`src/rtl/corescore_stream_arbiter.sv`:
```
// Packet-level round-robin arbiter sharing one byte-stream sink between N stream sources.
// Optional idle watchdog inside a packet: define STREAM_ARB_WATCHDOG_EN.
module corescore_stream_arbiter #(
  parameter int N       = 4,
  parameter int W       = 8,
  parameter int TIMEOUT = 1024
) (
  input  logic           i_clk,
  input  logic           i_rst_n,
  input  logic [N*W-1:0] i_tdata,
  input  logic [N-1:0]   i_tlast,
  input  logic [N-1:0]   i_tvalid,
  output logic [N-1:0]   o_tready,
  output logic [W-1:0]   o_tdata,
  output logic           o_tlast,
  output logic           o_tvalid,
  input  logic           i_tready,
  output logic [N-1:0]   o_grant,
  output logic           o_timeout
);

  // Handshake: a beat moves when valid and ready are both high at a rising edge; a source
  // holds tvalid and tdata stable until accepted, and ready may depend combinationally on valid.

  localparam int IDX_W = $clog2(N);

  typedef enum logic {IDLE = 1'b0, BUSY = 1'b1} state_t;

  state_t           state_q, state_d;
  logic [IDX_W-1:0] ptr_q, ptr_d, pick;
  logic [N-1:0]     grant_q, grant_d;
  logic             any_req;
  logic             beat_last;
  logic             wd_fire;
  logic [W-1:0]     src_data [N];

  // The pointer holds the current owner while BUSY, so it doubles as the mux select.
  always_comb begin : p_pick
    logic [IDX_W-1:0] idx;
    idx     = '0;
    pick    = ptr_q;
    any_req = |i_tvalid;
    for (int k = N; k >= 1; k--) begin
      idx = IDX_W'((int'(ptr_q) + k) % N);
      if (i_tvalid[idx]) pick = idx;
    end
  end

  always_comb begin
    for (int k = 0; k < N; k++) src_data[k] = i_tdata[k*W +: W];
  end

  always_comb begin
    o_tdata  = '0;
    o_tlast  = 1'b0;
    o_tvalid = 1'b0;
    o_tready = '0;
    if (state_q == BUSY) begin
      o_tdata         = src_data[ptr_q];
      o_tlast         = i_tlast[ptr_q];
      o_tvalid        = i_tvalid[ptr_q];
      o_tready[ptr_q] = i_tready;
    end
  end

  assign beat_last = o_tvalid & i_tready & o_tlast;

`ifdef STREAM_ARB_WATCHDOG_EN
  localparam int CNT_W = $clog2(TIMEOUT + 1);

  logic [CNT_W-1:0] idle_cnt_q;
  logic             timeout_q;

  // Fires on the edge that would bring the stall count up to TIMEOUT.
  assign wd_fire = (state_q == BUSY) && !o_tvalid && (idle_cnt_q == CNT_W'(TIMEOUT - 1));

  always_ff @(posedge i_clk or negedge i_rst_n) begin
    if (!i_rst_n) begin
      idle_cnt_q <= '0;
      timeout_q  <= 1'b0;
    end else begin
      timeout_q <= wd_fire;
      if (state_q != BUSY || o_tvalid || wd_fire) idle_cnt_q <= '0;
      else                                        idle_cnt_q <= idle_cnt_q + 1'b1;
    end
  end

  assign o_timeout = timeout_q;
`else
  assign wd_fire   = 1'b0;
  assign o_timeout = 1'b0;
`endif

  always_comb begin
    state_d = state_q;
    ptr_d   = ptr_q;
    grant_d = grant_q;
    case (state_q)
      IDLE: begin
        if (any_req) begin
          state_d       = BUSY;
          ptr_d         = pick;
          grant_d       = '0;
          grant_d[pick] = 1'b1;
        end
      end
      BUSY: begin
        if (beat_last || wd_fire) begin
          state_d = IDLE;
          grant_d = '0;
        end
      end
      default: state_d = IDLE;
    endcase
  end

  always_ff @(posedge i_clk or negedge i_rst_n) begin
    if (!i_rst_n) begin
      state_q <= IDLE;
      ptr_q   <= IDX_W'(N - 1);
      grant_q <= '0;
    end else begin
      state_q <= state_d;
      ptr_q   <= ptr_d;
      grant_q <= grant_d;
    end
  end

  assign o_grant = grant_q;

endmodule
```
`config.mk`:
```
export PLATFORM = sky130hd
export DESIGN_NAME = corescore_stream_arbiter
export DESIGN_NICKNAME = d
export VERILOG_FILES = /design/src/rtl/corescore_stream_arbiter.sv
export SDC_FILE = /design/constraint.sdc
export NUM_CORES = 1
export LEC_CHECK = 0
export ABC_CLOCK_PERIOD_IN_PS = 5600
export CORE_MARGIN = 5
export CORE_UTILIZATION = 38
export DETAILED_ROUTE_END_ITERATION = 16
export HOLD_SLACK_MARGIN = 0.12
export PLACE_DENSITY = 0.92
export SYNTH_ARGS = -nofsm -noshare
export SYNTH_HDL_FRONTEND = slang
export SYNTH_SLANG_ARGS = --single-unit
```
`constraint.sdc`:
```
create_clock -name i_clk -period 5.6 [get_ports i_clk]
set_input_delay 0.56 -clock i_clk [delete_from_list [all_inputs] [get_ports i_clk]]
set_output_delay 0.56 -clock i_clk [all_outputs]
set_load 0.005 [all_outputs]
```
==> results of run 1 <==
synth_stat cells:
library cell                 n
sky130_fd_sc_hd__a2111o_1    1
sky130_fd_sc_hd__a211oi_1    1
sky130_fd_sc_hd__a21o_1      1
sky130_fd_sc_hd__a21oi_1     1
sky130_fd_sc_hd__a221oi_1    2
sky130_fd_sc_hd__a31o_2      1
sky130_fd_sc_hd__a31oi_4     1
sky130_fd_sc_hd__a32o_2      2
sky130_fd_sc_hd__and2_1     10
sky130_fd_sc_hd__and2_4      1
sky130_fd_sc_hd__and3_1      5
sky130_fd_sc_hd__buf_2       1
sky130_fd_sc_hd__buf_4       3
sky130_fd_sc_hd__buf_6       2
sky130_fd_sc_hd__clkbuf_1    1
sky130_fd_sc_hd__conb_1      1
sky130_fd_sc_hd__dfrtp_1     5
sky130_fd_sc_hd__dfstp_2     2
sky130_fd_sc_hd__ha_1        4
sky130_fd_sc_hd__inv_1       3
sky130_fd_sc_hd__mux2_2      3
sky130_fd_sc_hd__mux2i_1     3
sky130_fd_sc_hd__mux4_2     10
sky130_fd_sc_hd__nand2_1     7
sky130_fd_sc_hd__nand3_1     1
sky130_fd_sc_hd__nor2_1      2
sky130_fd_sc_hd__nor2b_1     1
sky130_fd_sc_hd__nor4_1      1
sky130_fd_sc_hd__o2111ai_1   1
sky130_fd_sc_hd__o21a_1      1
sky130_fd_sc_hd__o21ai_0     4
sky130_fd_sc_hd__o21ai_1     2
layout make-up:
| cell class | count | share of cell area, % |
|---|---|---|
| clock buffers | 4 | 1.76 |
| inverters | 3 | 0.753 |
| multi-input cells | 67 | 43.1 |
| flip-flops and latches | 7 | 11.9 |
| well taps | 28 | 2.34 |
| repair buffers | 60 | 40.2 |
where the power goes:
| group | internal (mW) | switching [mW] | total, mW | leakage [nW] |
|---|---|---|---|---|
| Combinational | 0.292 | 0.159 | 0.451 | 0.503 |
| Sequential | 0.0772 | 0.0710 | 0.148 | 0.0844 |
| Clock | 0.0273 | 0.0201 | 0.0474 | 0.0150 |
state kept, by name (all words and copies together), names as in the netlist:
register and count:
ptr_q 2, o_grant 4, state_q 1
worst max-delay path by stage:
| stage | startpoint | end | slack, ns | cells past startpoint |
|---|---|---|---|---|
| 2_1_floorplan | ptr_q[0] | o_grant[2] | 3.40 | 8 |
| 3_3_place_gp | i_tvalid[3] | o_tvalid | 2.84 | 4 |
| 3_5_place_dp | i_tvalid[0] | o_tvalid | 2.80 | 4 |
| 4_1_cts | ptr_q[0] | o_tlast | 2.67 | 3 |
| 5_1_grt | ptr_q[0] | o_tdata[4] | 2.57 | 3 |
| 6_report | ptr_q[0] | o_tlast | 2.71 | 3 |
worst min-delay path, cell delays in order (launching register included):
cell and delay (ns):
sky130_fd_sc_hd__dfrtp_1 0.35, sky130_fd_sc_hd__nand2_1 0.05, sky130_fd_sc_hd__o21ai_1 0.06
metrics by stage:
stage / hold slack (ns) / instance area (sq um) / instances / total power [mW] / setup WS, ns
floorplan: 0.264 / 887 / 84 / 0.423 / 3.40
global placement: 0.482 / 1470 / 165 / 0.581 / 2.84
detailed placement: 0.484 / 1470 / 165 / 0.600 / 2.80
CTS: 0.498 / 1500 / 169 / 0.651 / 2.67
global route: 0.530 / 1500 / 169 / 0.699 / 2.57
finish: 0.498 / 1500 / 169 / 0.646 / 2.71
cell families (layout without fill, tap and decap cells):
family                     count (synthesis)  count (layout)  share of synthesized area (%)
buffers and inverters                     10              67                           7.33
adders and majority gates                  4               4                           5.64
AOI/OAI and AO/OA                         18              18                           16.6
and+or+nand+nor                           28              28                           17.3
DFF                                        7               7                           20.0
other                                      1               1                          0.423
muxes                                     16              16                           32.6
metal layers:
metal	track usage [%]	part of all wire [%]
met1	20.1	40
met2	31.3	51
met3	5.70	8.2
met4	4.30	0.35
met5	0	0
==> flow_results.org, run 1 <==
** Setup path
- For this run, the slowest stage of the critical path takes 0.88 ns.
- R2R cell count :: 6
- Among all stages on the critical path, the largest delay is contributed by sky130_fd_sc_hd__dfstp_2.
- Path type of the worst setup path :: flip-flop to output port
- The worst setup path is launched from a flip-flop.
- Together, buffers and inverters on the worst path number 1.
- The startpoint identified for the worst register-to-register timing path is ptr_q[0].
- End of the worst register-to-register path :: o_grant[3]
- The worst setup path is captured at an output port.
- Max Fanout on Critical Path :: 23
- R2r setup slk :: 2.93 ns
- Endpoint arrival time on the critical path :: 2.33 ns
- For the worst setup path, the data required time is 5.04 ns.
- Delay-heaviest family, CP :: flip-flops
- Series of cell instances along the critical path :: mux4_2 -> and2_1 -> clkdlybuf4s50_1

** GRT
- All-layer global routing usage :: 17.5%
- The number of antenna violations at the first check in global routing came to 0.
- Wire length of the first global-routing pass :: 4640 um
- Entering global routing, the biggest net connects 24 pins.
- Via count of the first global-routing pass :: 1026
- The total overflow left after global routing is 0.

** Timing
- After layout, the minimum clock period comes to 2.89 ns.
- Number of failing setup endpoints in the final timing report :: 0
- Clock Skew :: 0.00358 ns
- Max-slew headroom :: 56.7%
- Final Max Tran Viols :: 0
- Dividing the final minimum period by the clock period gives 51.7%.
- For the pin with the worst max-slew slack, the measured transition is 0.647 ns.
- The final number of hold-violating endpoints is 0.
- Summed over all failing endpoints, the final setup total negative slack is 0 ns.
- Achievable clock frequency :: 0.345 GHz
- Setup repair after global routing left no endpoint under its margin.

** Detailed routing
- The detail route stage leaves a number of antenna-violating nets equal to 0.
- DRC viols :: 0
- Total via count after detailed routing :: 912
- After detailed routing, the average wire length per cell comes to 16.8 um.
- Initial DRC count :: 18
- First-pass iteration count of the detailed router :: 4
- Dividing the detail-routed via count by the number of cells gives 5.40.
- Wire length reported by the detailed router :: 2840 um

** Die
- Number of rows created at floorplan :: 17
- Initial core utilization :: 40.1%
- Core outline area :: 2210 sq um
- Die H :: 58.3 um
- Die Span X :: 58.3 um
- The die covers 3400 sq um.
- Number of primary I/O pins :: 62

** Synth
- Post-synthesis cell area :: 887 sq um
- Yosys printed 0 warnings.
- The average instance in the mapped netlist occupies 10.6 sq um.
- After technology mapping, the gate count stands at 84.
- Yosys top cell by area :: sky130_fd_sc_hd__mux4_2
- Of the synthesized area, sequential elements account for 20.0%.
- The number of nets in the synthesized netlist is 131.
- Synthesis inferred 7 register bits.
- Top cells by area, synth :: sky130_fd_sc_hd__mux4_2 (25%), sky130_fd_sc_hd__dfrtp_1 (14%), sky130_fd_sc_hd__and2_1 (7.1%)
- Fraction of synthesized cell area taken by the top area cell type :: 25.4%
- Synth cell types :: 32

** Layout
- In the final layout, the multi-input gates occupy 644 sq um.
- Count of antenna diodes in the layout :: 0
- Top library cells by usage in the layout, fill and taps aside :: sky130_fd_sc_hd__clkdlybuf4s50_1 (60), sky130_fd_sc_hd__mux4_2 (10), sky130_fd_sc_hd__and2_1 (10)
- Ratio of cells with drive above 1 in the final layout :: 16.3%
- Summing all flip-flop and latch instances after layout gives 178 sq um.
- Fill cells in the final layout number 193.
- Final nets :: 189
- Synthesis-to-layout area growth :: 68.5%
- Once layout is complete, the utilization of the core stands at 67.6%.
- Leading cell type in the layout, fill and taps excluded :: sky130_fd_sc_hd__clkdlybuf4s50_1

** Clocking
- Once the clock tree was built, the setup fixing pass inserted 0 buffers.
- The number of clock buffers added by TritonCTS is 3.
- Skew-Pair Late Insertion Delay :: 0.26 ns
- Counting every sink on the clock net gives 7.
- Clock-pin slew was measured on the worst setup and hold paths at 0.05 ns.
- Gates resized during post-CTS repair numbered 0.
- TritonCTS built the clock tree.
- Maximum clock insertion buffer count :: 2
- Count of hold-fix buffers inserted at cts :: 0
- Maximum level of the CTS H-tree :: 1
- The cell sitting at the root of the clock tree is a sky130_fd_sc_hd__clkbuf_4.

** Worst hold path
- Worst-case hold path end point :: o_grant[0]
- The worst hold path passes through 2 cells.
- Worst hold path startpoint :: o_grant[0]
- The min-delay analysis places its worst path in the category flip-flop to flip-flop.

** Place
- The wire-length estimate of the detail-placed layout is 2290 um.
- Quantity of I/O buffers inserted on ports :: 60
- Routability-driven placement finished with a final weighted congestion of 0.793.

** Power and ir drop
- VDD sags by at most 0.305 mV.
- Standby leakage power :: 0.602 nW
- Dividing total power by cell area gives a power density of 432 nW/um^2.

** Status
- The flow ran to the end, and the final reports show no timing, DRC or antenna violations.

** Run
- Max-cap check violation count :: 0
No activity file was read; power rests on OpenSTA's default activity.
==> inputs of run 2 (changes only) <==
ABC_CLOCK_PERIOD_IN_PS = 2800   (was 5600)
CORE_UTILIZATION = 35   (was 38)
PLACE_DENSITY = 0.86   (was 0.92)
clock period = 2.8 ns   (was 5.6 ns; I/O delays follow)
==> flow_results.org, run 2 (synthesis gave the netlist of run 1 again) <==
** Layout
- The flip-flop count of the largest register, all copies and words added came to 4 (unchanged).
- Ratio of cells with drive above 1 in the final layout :: 17.5% (was 16.3%)
- Final nets :: 191 (was 189)
- Leading cell type in the layout, fill and taps excluded :: sky130_fd_sc_hd__clkdlybuf4s50_1 (unchanged)
- The area taken by multi-input logic gates is 644 sq um (unchanged).
- Fillers :: 204 (was 193)
- The non-filler instance count after layout was 173 (was 169).
- Top library cells by usage in the layout, fill and taps aside: sky130_fd_sc_hd__clkdlybuf4s50_1 (60), sky130_fd_sc_hd__mux4_2 (10), sky130_fd_sc_hd__and2_1 (10) (unchanged).
- The area taken by flip-flops and latches was 178 sq um (unchanged).
- Count of antenna diodes in the layout :: 0 (unchanged)
- The synthesis-to-layout area growth came to 70.5% (was 68.5%).

** Power and ir drop
- Max rail drop VDD :: 0.685 mV (was 0.305 mV)
- Standby leakage power :: 0.612 nW (was 0.602 nW)
- The total power per unit cell area is 863 nW/um^2 (was 432 nW/um^2).

** Timing
- Max-slew headroom :: 58.2% (was 56.7%)
- The worst path uses 93.8% of the clock period.
- Achievable clock frequency :: 0.381 GHz
- Number of hold-slack violations in the final timing report :: 0 (unchanged)
- The number of slew-limit violations in the final report was 0 (unchanged).
- The final setup TNS is 0 ns (unchanged).
- Setup repair after global routing missed its margin :: false (unchanged)
- Clock Skew :: 0.00801 ns (was 0.00358 ns)
- Subtracting the final worst setup slack from the clock period gives 2.63 ns.
- The count of endpoints failing setup in the final report is 0 (unchanged).
- Actual slew at the worst max-slew pin :: 0.625 ns (was 0.647 ns)

** Setup path
- The cell with the largest stage delay on the worst path is sky130_fd_sc_hd__dfstp_2 (unchanged).
- The data arrival time of the critical path came to 2.35 ns (was 2.33 ns).
- Max Fanout on Critical Path :: 15 (was 23)
- Delay-heaviest family, CP :: buffers and inverters (was flip-flops)
- The required time of the critical path is 2.52 ns (was 5.04 ns).
- Total buffers and inverters traversed by the critical path :: 2 (was 1)
- Worst stage delay on the critical path :: 0.67 ns (was 0.88 ns)
- Series of cell instances along the critical path: buf_4 -> mux4_2 -> and2_1 -> clkdlybuf4s50_1 (was mux4_2 -> and2_1 -> clkdlybuf4s50_1).
- The worst setup path category is flip-flop to output port (unchanged).
- The category of the worst setup path capture point was an output port (unchanged).
- The type of element launching the critical path is a flip-flop (unchanged).

** Place
- Post-Place Cells :: 169 (was 165)
- The weighted congestion reported at the end of routability-driven placement is 0.878 (was 0.793).
- The detailed-placement wirelength estimate came to 2300 um (was 2290 um).
- The count of port buffers added during placement was 60 (unchanged).

** Clocking
- Maximum level of the CTS H-tree :: 1 (unchanged)
- The clock sink total is 7 (unchanged).
- Total clock buffers created by CTS :: 3 (unchanged)
- Clock root cell :: sky130_fd_sc_hd__clkbuf_4 (unchanged)
- Post-CTS setup-driven buffer insertion count :: 0 (unchanged)
- The clock latency on the worst-skew pair came to 0.25 ns (was 0.26 ns).
- CTS clock-pin slew for the worst setup and hold paths :: 0.06 ns (was 0.05 ns)
- The hold-fix buffer count after cts is 0 (unchanged).
- Post-CTS resize count :: 0 (unchanged)
- Maximum clock insertion buffer count :: 2 (unchanged)
- The clock tree from TritonCTS was built (unchanged).

** Status
- Status: finished clean (unchanged).

** GRT
- Antenna violations before repair :: 0 (unchanged)
- The via count of the first global-routing pass came to 937 (was 1026).
- Wire length of the first global-routing pass :: 4300 um (was 4640 um)
- Overflow left after global routing :: 0 (unchanged)
- Largest net degree at the start of global routing :: 18 (was 24)
- The met3 routing resource usage after global routing came to 5.11% (was 5.70%).
- The most crowded layer after global routing was met2 (unchanged).
- The global routing usage on met2 came to 27.9% (was 31.3%).
- Global-route track usage on met1 :: 17.4% (was 20.1%)
- The overall global routing resource usage was 15.4% (was 17.5%).

** Run
- The max-capacitance violation count is 0 (unchanged).

** Die
- Core outline area :: 2450 sq um (was 2210 sq um)
- The starting utilization of the core area was 36.1% (was 40.1%).
- Number of primary I/O pins :: 62 (unchanged)
- Die Span X :: 60.3 um (was 58.3 um)
- Die H :: 60.3 um (was 58.3 um)
- The area of the die came to 3640 sq um (was 3400 sq um).
- The number of placement rows came to 18 (was 17).

** Detailed routing
- Initial DRC count :: 29 (was 18)
- First-pass iteration count of the detailed router :: 4 (unchanged)
- Number of nets with antenna violations after detailed routing :: 0 (unchanged)
- Avg Vias per Cell :: 5.29 (was 5.40)
- The average wire per standard cell was 16.4 um (was 16.8 um).
- Total via count after detailed routing :: 915 (was 912)
- The DRC violations left came to 0 (unchanged).
- Wire length reported by the detailed router :: 2840 um (unchanged)

** Worst hold path
- The worst hold path class was primary input to asynchronous set/reset pin (was flip-flop to flip-flop).
## run 2: changes by cell type in the layout (fill, tap and decap cells not counted)
cell                    change
sky130_fd_sc_hd__buf_4      +2
## run 2: per-layer routing
layer,up-vias,wire (um)
met2,50,1340
met4,0,0
met5,-,0
li1,437,-
met3,0,427
met1,428,1070
## run 2: through the flow
step	utilization [%]	worst slack, ns	hold WS, ns	power [mW]	cell area, sq um
after floorplan	-	0.598	-0.0156	0.846	887
after global placement	60.6	0.485	0.483	1.18	1490
after detailed placement	60.6	0.427	0.481	1.22	1490
after CTS	61.6	0.148	0.293	1.32	1510
after global routing	61.6	0.0820	0.295	1.42	1510
final	61.6	0.173	0.283	1.31	1510
## run 2: worst paths after layout
path	startpoint	to	slack (ns)	depth (start not counted)
hold reg to reg	o_grant[1]	o_grant[1]	0.50	2
min in group i_clk	o_grant[1]	o_grant[1]	0.50	2
setup / recovery	ptr_q[0]	o_tdata[3]	0.17	4
max in group asynchronous	i_rst_n	ptr_q[1]	2.23	1
setup reg to reg	ptr_q[0]	o_grant[0]	0.43	7
hold / removal	i_rst_n	o_grant[0]	0.28	1
## run 2: where the power goes
group	leakage [nW]	switching (mW)	total, mW	internal [mW]
Combinational	0.512	0.377	0.980	0.602
Clock	0.0150	0.0365	0.0908	0.0544
Sequential	0.0844	0.0825	0.236	0.153
Total	0.612	0.496	1.31	0.810
## run 2: layout make-up
type | count | share of cell area [%]
multi-input combinational | 67 | 42.6
timing repair buffer | 62 | 40.7
sequential | 7 | 11.7
tap | 30 | 2.48
clock buffer | 4 | 1.74
inverter | 3 | 0.744
